===== src/rtl/uart_tx_arbiter.sv =====
// Round-robin scheduler sharing one UART transmitter among N_REQ byte producers,
// with bounded burst locking and a completion watchdog.
module uart_tx_arbiter #(
  parameter int N_REQ     = 4,
  parameter int MAX_BURST = 4,
  parameter int TIMEOUT   = 4095
) (
  input  logic                     clk,
  input  logic                     reset,
  input  logic [N_REQ-1:0]         req_valid,
  input  logic [8*N_REQ-1:0]       req_data,
  input  logic [N_REQ-1:0]         req_lock,
  output logic [N_REQ-1:0]         req_ready,
  output logic                     tx_start,
  output logic [7:0]               tx_data,
  input  logic                     tx_busy,
  input  logic                     tx_done,
  output logic                     grant_valid,
  output logic [$clog2(N_REQ)-1:0] grant_id,
  output logic                     timeout_err
);

  localparam int IDW = $clog2(N_REQ);
  localparam int BW  = $clog2(MAX_BURST + 1);
  localparam int WW  = $clog2(TIMEOUT);
  localparam logic [BW-1:0] BURST_LAST = BW'(MAX_BURST - 1);
  // Registered outputs lag one cycle, so the error is launched one count early.
  localparam logic [WW-1:0] WD_LAST    = WW'(TIMEOUT - 2);

  typedef enum logic [1:0] {
    IDLE  = 2'd0,
    LOAD  = 2'd1,
    START = 2'd2,
    WAIT  = 2'd3
  } state_t;

  state_t           state_r, state_s;
  logic [IDW-1:0]   ptr_r, ptr_s;
  logic [BW-1:0]    burst_r, burst_s;
  logic [WW-1:0]    wd_r, wd_s;
  logic [IDW-1:0]   win_s;
  logic [N_REQ-1:0] ready_s;
  logic             start_s;
  logic [7:0]       data_s;
  logic             gvalid_s;
  logic [IDW-1:0]   gid_s;
  logic             terr_s;

  function automatic logic [IDW-1:0] rr_pick(input logic [N_REQ-1:0] valid,
                                             input logic [IDW-1:0]   base);
    logic [IDW-1:0] win;
    logic [IDW-1:0] idx;
    win = base;
    for (int k = N_REQ - 1; k >= 0; k--) begin
      idx = IDW'((int'(base) + k) % N_REQ);
      if (valid[idx]) begin
        win = idx;
      end
    end
    return win;
  endfunction

  function automatic logic [IDW-1:0] next_id(input logic [IDW-1:0] id);
    return IDW'((int'(id) + 1) % N_REQ);
  endfunction

  function automatic logic [7:0] byte_of(input logic [8*N_REQ-1:0] data,
                                         input logic [IDW-1:0]     id);
    logic [8*N_REQ-1:0] shifted;
    shifted = data >> {id, 3'b000};
    return shifted[7:0];
  endfunction

  function automatic logic [N_REQ-1:0] onehot(input logic [IDW-1:0] id);
    return {{(N_REQ-1){1'b0}}, 1'b1} << id;
  endfunction

  // Next-state and next-output decode for the grant FSM.
  always_comb begin
    state_s  = state_r;
    ptr_s    = ptr_r;
    burst_s  = burst_r;
    wd_s     = wd_r;
    ready_s  = '0;
    start_s  = 1'b0;
    data_s   = tx_data;
    gvalid_s = grant_valid;
    gid_s    = grant_id;
    terr_s   = 1'b0;
    win_s    = rr_pick(req_valid, ptr_r);
    case (state_r)
      IDLE: begin
        if (|req_valid) begin
          data_s   = byte_of(req_data, win_s);
          gid_s    = win_s;
          gvalid_s = 1'b1;
          ready_s  = onehot(win_s);
          state_s  = LOAD;
        end else begin
          state_s  = IDLE;
        end
      end
      // LOAD already samples tx_busy so an idle transmitter starts two cycles after the request.
      LOAD, START: begin
        if (!tx_busy) begin
          start_s = 1'b1;
          wd_s    = '0;
          state_s = WAIT;
        end else begin
          state_s = START;
        end
      end
      WAIT: begin
        if (tx_done) begin
          if (req_lock[grant_id] && req_valid[grant_id] && (burst_r < BURST_LAST)) begin
            data_s  = byte_of(req_data, grant_id);
            ready_s = onehot(grant_id);
            burst_s = burst_r + BW'(1);
            state_s = LOAD;
          end else begin
            gvalid_s = 1'b0;
            ptr_s    = next_id(grant_id);
            burst_s  = '0;
            state_s  = IDLE;
          end
        end else if (wd_r == WD_LAST) begin
          terr_s   = 1'b1;
          gvalid_s = 1'b0;
          ptr_s    = next_id(grant_id);
          burst_s  = '0;
          state_s  = IDLE;
        end else begin
          wd_s = wd_r + WW'(1);
        end
      end
      default: begin
        state_s = IDLE;
      end
    endcase
  end

  // State and registered-output update.
  always_ff @(posedge clk or posedge reset) begin
    if (reset) begin
      state_r     <= IDLE;
      ptr_r       <= '0;
      burst_r     <= '0;
      wd_r        <= '0;
      req_ready   <= '0;
      tx_start    <= 1'b0;
      tx_data     <= 8'h00;
      grant_valid <= 1'b0;
      grant_id    <= '0;
      timeout_err <= 1'b0;
    end else begin
      state_r     <= state_s;
      ptr_r       <= ptr_s;
      burst_r     <= burst_s;
      wd_r        <= wd_s;
      req_ready   <= ready_s;
      tx_start    <= start_s;
      tx_data     <= data_s;
      grant_valid <= gvalid_s;
      grant_id    <= gid_s;
      timeout_err <= terr_s;
    end
  end

endmodule


===== config.mk =====
export PLATFORM = sky130hd
export DESIGN_NAME = uart_tx_arbiter
export DESIGN_NICKNAME = d
export VERILOG_FILES = /design/src/rtl/uart_tx_arbiter.sv
export SDC_FILE = /design/constraint.sdc
export NUM_CORES = 1
export LEC_CHECK = 0
export ABC_CLOCK_PERIOD_IN_PS = 3300
export BUFFER_PORTS_ARGS = -buffer_cell sky130_fd_sc_hd__buf_2
export CORE_MARGIN = 4
export CORE_UTILIZATION = 40
export DETAILED_ROUTE_END_ITERATION = 6
export SLEW_MARGIN = 0
export SYNTH_ARGS = -nofsm -noshare
export SYNTH_HDL_FRONTEND = slang
export SYNTH_SLANG_ARGS = --single-unit

===== constraint.sdc =====
create_clock -name clk -period 3.3 [get_ports clk]
set_clock_uncertainty 0.2 [all_clocks]
set_input_delay 0.825 -clock clk [delete_from_list [all_inputs] [get_ports clk]]
set_output_delay 0.825 -clock clk [all_outputs]
set_load 0.005 [all_outputs]

==> summary.txt, run 1 <==
Finish
  • Non-Filler Instances: 371
  • Diode count: 0
  • Final nets: 351
  • Area growth from synthesis to layout: 20.2%
  • Share of layout cells above drive strength 1: 30.4%

Clocking
  • Skew-Pair Late Insertion Delay: 0.29 ns
  • CTS buffer count: 5
  • CTS tree: done
  • H-tree Lvls: 2
  • Post-CTS Resized: 0
  • Number of post-CTS setup repair buffers: 0
  • Clock Path Buffers: 2
  • Hold_buf cts: 0
  • Root buf cell: clkbuf_8
  • CTS Sinks: 36
  • CTS clk-pin slew, worst paths: 0.07 ns

Critical path
  • Worst Setup Start Kind: primary input
  • Data arrival time of the worst path: 2.52 ns
  • CP max FO: 10
  • Crit end category: flop
  • Kind of critical path: primary input to flop
  • Reg-to-reg startpoint: grant_id[0]
  • Crit path launch: req_valid[1]
  • Critical Path RT: 3.27 ns

Power and ir drop
  • Static leakage: 1.24 nW
  • Total chip power: 2.10 mW
  • Peak VDD IR: 0.347 mV
  • Pwr per Cell Area: 764 nW/µm²

Global routing
  • GRT Total Usage: 16.8%
  • Vias in the first global route: 2,051
  • Total grt overflow: 0
  • Largest net degree at the start of global routing: 37
  • First-pass GRT wire length: 9.58 mm
  • Initial antenna violation count: 0

Timing
  • Max Clk Rate: 393 MHz
  • Count of final setup violators: 0
  • Final Slew Violations: 0
  • Setup TNS: 0 ns
  • Tightest Pin Transition: 0.594 ns
  • Crit share post-route: 77.0%
  • Final hold vios: 0
  • Worst slew margin: 60.1%
  • Final min period: 2.54 ns
  • RSZ-0062 raised after global routing: false

Die
  • Initial Util: 41.4%
  • Die height: 83.5 µm
  • Core area: 5510 µm²
  • Die width: 83.5 µm
  • # rows: 27
  • Full die area: 6970 µm²
  • I/O pins: 61

Route
  • DRC: 0
  • DRT Wirelength: 5.73 mm
  • Drt wl/cell: 15.4 µm
  • Vias/cell: 5.56
  • Pre-antenna DRT Iters: 4
  • Iter 0 DRT Violations: 64
  • DR vias: 2,063
  • Routed Antenna Nets: 0

Synth
  • Synth Area per Inst: 9.62 µm²
  • Number of distinct library cells after synthesis: 54
  • Cell area after synthesis: 2280 µm²
  • Mapped Cells: 237
  • Area leader, netlist: dfrtp_1
  • Ys async rst share: 100%
  • Most common cell in the netlist: dfrtp_1
  • YS warnings: 0
  • Post-synth top flop: dfrtp_1
  • Post-synth EDFFs: 0
  • Top-area cell type share of the netlist area: 39.5%
  • Synth cell count leaders: 36 x dfrtp_1, 18 x inv_1, 18 x nand2_1
  • Area contributors post-synth: dfrtp_1 39%, ha_1 4.9%, mux2_2 4.4%, o2111ai_1 3.5%, o221a_1 3.5%
  • Flops & latches, synth: 36
  • Seq/Total Area, Yosys: 39.5%
  • Synth Net Count: 290

Hold path
  • Hold/Removal Path Class: flop to flop
  • Hold_sp: burst_r[2]

Place
  • Routability Congestion: 0.842
  • # port buffers: 60
  • DP Cell Count: 363
  • Hpwl dp: 4.30 mm

Run
  • Max Cap Violations: 0

Outcome
  • Outcome: complete, no violations
==> power by group <==
part	internal, mW	switching [mW]
Combinational	0.480	0.609
Sequential	0.579	0.0990
Clock	0.170	0.158
==> flip-flops by register name, indices dropped and copies added, names as in the netlist <==
register     count
burst_r          3
grant_id         2
grant_valid      1
ptr_r            2
req_ready        4
state_r          2
timeout_err      1
tx_data          8
tx_start         1
wd_r            12
==> metal layers <==
metal	up-vias	wire, µm	global-route usage [%]
li1	1018	-	-
met1	996	2740	22.0
met2	43	2610	25.6
met3	6	290	5.43
met4	0	83	6.87
met5	-	0	0
==> worst max-delay path, cell delays in order <==
cell and delay, ns:
buf_2 0.16, nand2_1 0.06, mux4_2 0.53, o31ai_4 0.43, buf_4 0.25, o2111ai_1 0.11, o221a_1 0.15
==> kinds of logic (layout without fill, tap and decap cells) <==
| logic type | count (synthesis) | count (layout) | synth area share [%] |
|---|---|---|---|
| compound gates | 78 | 78 | 26.2 |
| simple gates | 70 | 70 | 16.5 |
| flops | 36 | 36 | 39.5 |
| buf+inv | 31 | 93 | 6.09 |
| mux | 12 | 12 | 6.42 |
| fa+ha+maj | 9 | 9 | 4.94 |
| xor+xnor | 1 | 1 | 0.384 |
==> layout by cell type, fill, tap and decap left out, types with 8 or more instances in the layout <==
cell	instances
a21oi_1	15
buf_2	60
dfrtp_1	36
ha_1	9
inv_1	18
mux2_2	9
nand2_1	18
nand3_1	8
nor2_1	9
o2111ai_1	9
o21ai_0	15
o311ai_0	8
==> path summary, 6_finish.rpt <==
check                                   to  cells past startpoint  slack (ns)
worst min-delay path            burst_r[2]                      1        0.30
worst max-delay path            tx_data[5]                      7        0.76
max in group asynchronous         ptr_r[0]                      3        2.14
worst min register to register  burst_r[2]                      1        0.30
worst max register to register  tx_data[5]                      6        0.85
min in group asynchronous          wd_r[6]                      3        0.43
==> metrics by stage <==
stage	hold slack, ns	util, %	setup slack [ns]	cell area, µm²
global route	0.333	49.8	0.626	2740
detailed placement	0.286	48.2	0.450	2650
floorplan	0.264	-	0.759	2280
finish	0.298	49.8	0.758	2740
CTS	0.302	49.8	0.764	2740
global placement	0.280	48.2	0.479	2650
==> final cells by class <==
type | instances | area (µm²)
Tap cell | 72 | 90.1
Sequential cell | 36 | 901
Clock buffer | 8 | 90.1
Fill cell | 555 | 2760
Multi-Input combinational cell | 170 | 1240
Inverter | 18 | 67.6
Timing Repair Buffer | 67 | 353
(Power assumes the default switching activity.)
==> run 2: changes to the inputs <==
Settings changed: ABC_CLOCK_PERIOD_IN_PS 3300 to 2630.
Clock period 3.3 ns to 2.63 ns, I/O delays scaled along.
==> summary.txt, run 2 (synthesis gave the netlist of run 1 again) <==
Route
  • Routed Antenna Nets: 0
  • DRT Wirelength: 5.84 mm
  • Vias/cell: 5.52
  • Drt wl/cell: 15.4 µm
  • Iter 0 DRT Violations: 95
  • DR vias: 2,088
  • Pre-antenna DRT Iters: 4
  • DRC: 0

Place
  • Hpwl dp: 4.31 mm
  • # port buffers: 60
  • DP Cell Count: 370
  • Routability Congestion: 0.867

Die
  • Core area: 5510 µm²
  • Die height: 83.5 µm
  • # rows: 27
  • Die width: 83.5 µm
  • Initial Util: 41.4%
  • Full die area: 6970 µm²
  • I/O pins: 61

Finish
  • Max reg flops: 12
  • Commonest cells after routing, fill and taps aside: 60 x buf_2, 36 x dfrtp_1, 18 x inv_1, 18 x nand2_1
  • Diode count: 0
  • Area growth from synthesis to layout: 25.2%
  • Biggest regs: wd_r x12, tx_data x8, req_ready x4
  • Share of layout cells above drive strength 1: 32.7%
  • Non-Filler Instances: 378
  • Most common cell after layout, fill and taps aside: buf_2
  • Biggest register: wd_r
  • Final nets: 358

Power and ir drop
  • Total chip power: 2.89 mW
  • Pwr per Cell Area: 1010 nW/µm²
  • Static leakage: 1.30 nW
  • Peak VDD IR: 0.519 mV

Global routing
  • First-pass GRT wire length: 9.95 mm
  • Initial antenna violation count: 0
  • Largest net degree at the start of global routing: 37
  • Total grt overflow: 0
  • GRT Total Usage: 17.3%
  • Vias in the first global route: 2,109

Timing
  • Setup TNS: 0 ns
  • Final hold vios: 0
  • Final min period: 2.45 ns
  • Count of final setup violators: 0
  • Final Slew Violations: 0
  • Crit share post-route: 93.2%
  • Tightest Pin Transition: 0.464 ns
  • Max Clk Rate: 408 MHz
  • Worst slew margin: 68.9%
  • RSZ-0062 raised after global routing: false

Hold path
  • Hold/Removal Path Class: primary input to async pin

Critical path
  • CP max FO: 8
  • Delay-heaviest family, CP: compound AO/OA/AOI/OAI gates
  • Kind of critical path: flop to flop
  • Worst Setup Start Kind: flop
  • Cell Chain, Critical Path: inv_1 -> ha_1 -> nor2_1 -> a211oi_2 -> o211ai_2 -> or4_1 -> a21oi_1
  • Max incr delay on CP: 0.50 ns
  • Critical Path RT: 2.65 ns
  • Critical-path top delay cell: or4_1
  • Data arrival time of the worst path: 2.47 ns
  • Crit end category: flop
  • Crit path buf inv count: 1

Clocking
  • Clock Path Buffers: 2
  • CTS buffer count: 5
  • Skew-Pair Late Insertion Delay: 0.29 ns
  • Number of post-CTS setup repair buffers: 0
  • Root buf cell: clkbuf_8
  • Post-CTS Resized: 0
  • CTS clk-pin slew, worst paths: 0.07 ns
  • CTS Sinks: 36
  • CTS tree: done
  • H-tree Lvls: 2
  • Hold_buf cts: 0

Run
  • Max Cap Violations: 0

Outcome
  • Outcome: complete, no violations
run 2: cell count changes in the layout (fill, tap and decap cells not counted), sizes merged:
| cell | previous run | this run |
|---|---|---|
| bufinv | 0 | 1 |
| clkbuf | 8 | 7 |
| buf | 67 | 74 |
run 2: power by group:
group | internal [mW] | switching (mW) | total (mW)
registers | 0.727 | 0.128 | 0.855
clock network | 0.335 | 0.207 | 0.542
logic | 0.706 | 0.790 | 1.50
run 2: cell type report:
type | instances | area, µm²
fillers | 534 | 2650
multi-input cells | 170 | 1240
flip-flops and latches | 36 | 901
repair buffers | 74 | 430
clock buffers | 7 | 96.3
well taps | 72 | 90.1
inverters | 18 | 67.6
clock inverters | 1 | 30.0
run 2: through the flow:
| stage | hold slack [ns] | cell area, µm² | utilization [%] | worst slack [ns] |
|---|---|---|---|---|
| global placement | 0.280 | 2730 | 49.6 | 0.125 |
| detailed placement | 0.286 | 2730 | 49.6 | 0.0998 |
| finish | 0.268 | 2860 | 51.9 | 0.180 |
| global route | 0.326 | 2860 | 51.9 | 0.0463 |
| floorplan | 0.264 | 2280 | - | 0.257 |
| CTS | 0.281 | 2860 | 51.9 | 0.171 |
run 2: path summary, 6_finish.rpt:
check	startpoint	end	slack, ns	cells past startpoint
hold reg to reg	burst_r[2]	burst_r[2]	0.30	1
min in group clk	burst_r[2]	burst_r[2]	0.30	1
max in group asynchronous	reset	wd_r[10]	1.64	3
setup reg to reg	state_r[0]	wd_r[7]	0.18	7
setup / recovery	state_r[0]	wd_r[7]	0.18	7
hold / removal	reset	wd_r[8]	0.27	3
run 2: per-layer routing:
metal | GRT usage, % | up-vias | part of all wire [%]
li1 | - | 1032 | -
met1 | 23.7 | 996 | 46
met2 | 26.7 | 52 | 47
met3 | 3.36 | 8 | 5.5
met4 | 6.87 | 0 | 1.3
met5 | 0 | - | 0
run 2: worst min-delay path: cells and delay by family:
family	cells	cell delay, ns
buffers and inverters	3	0.54
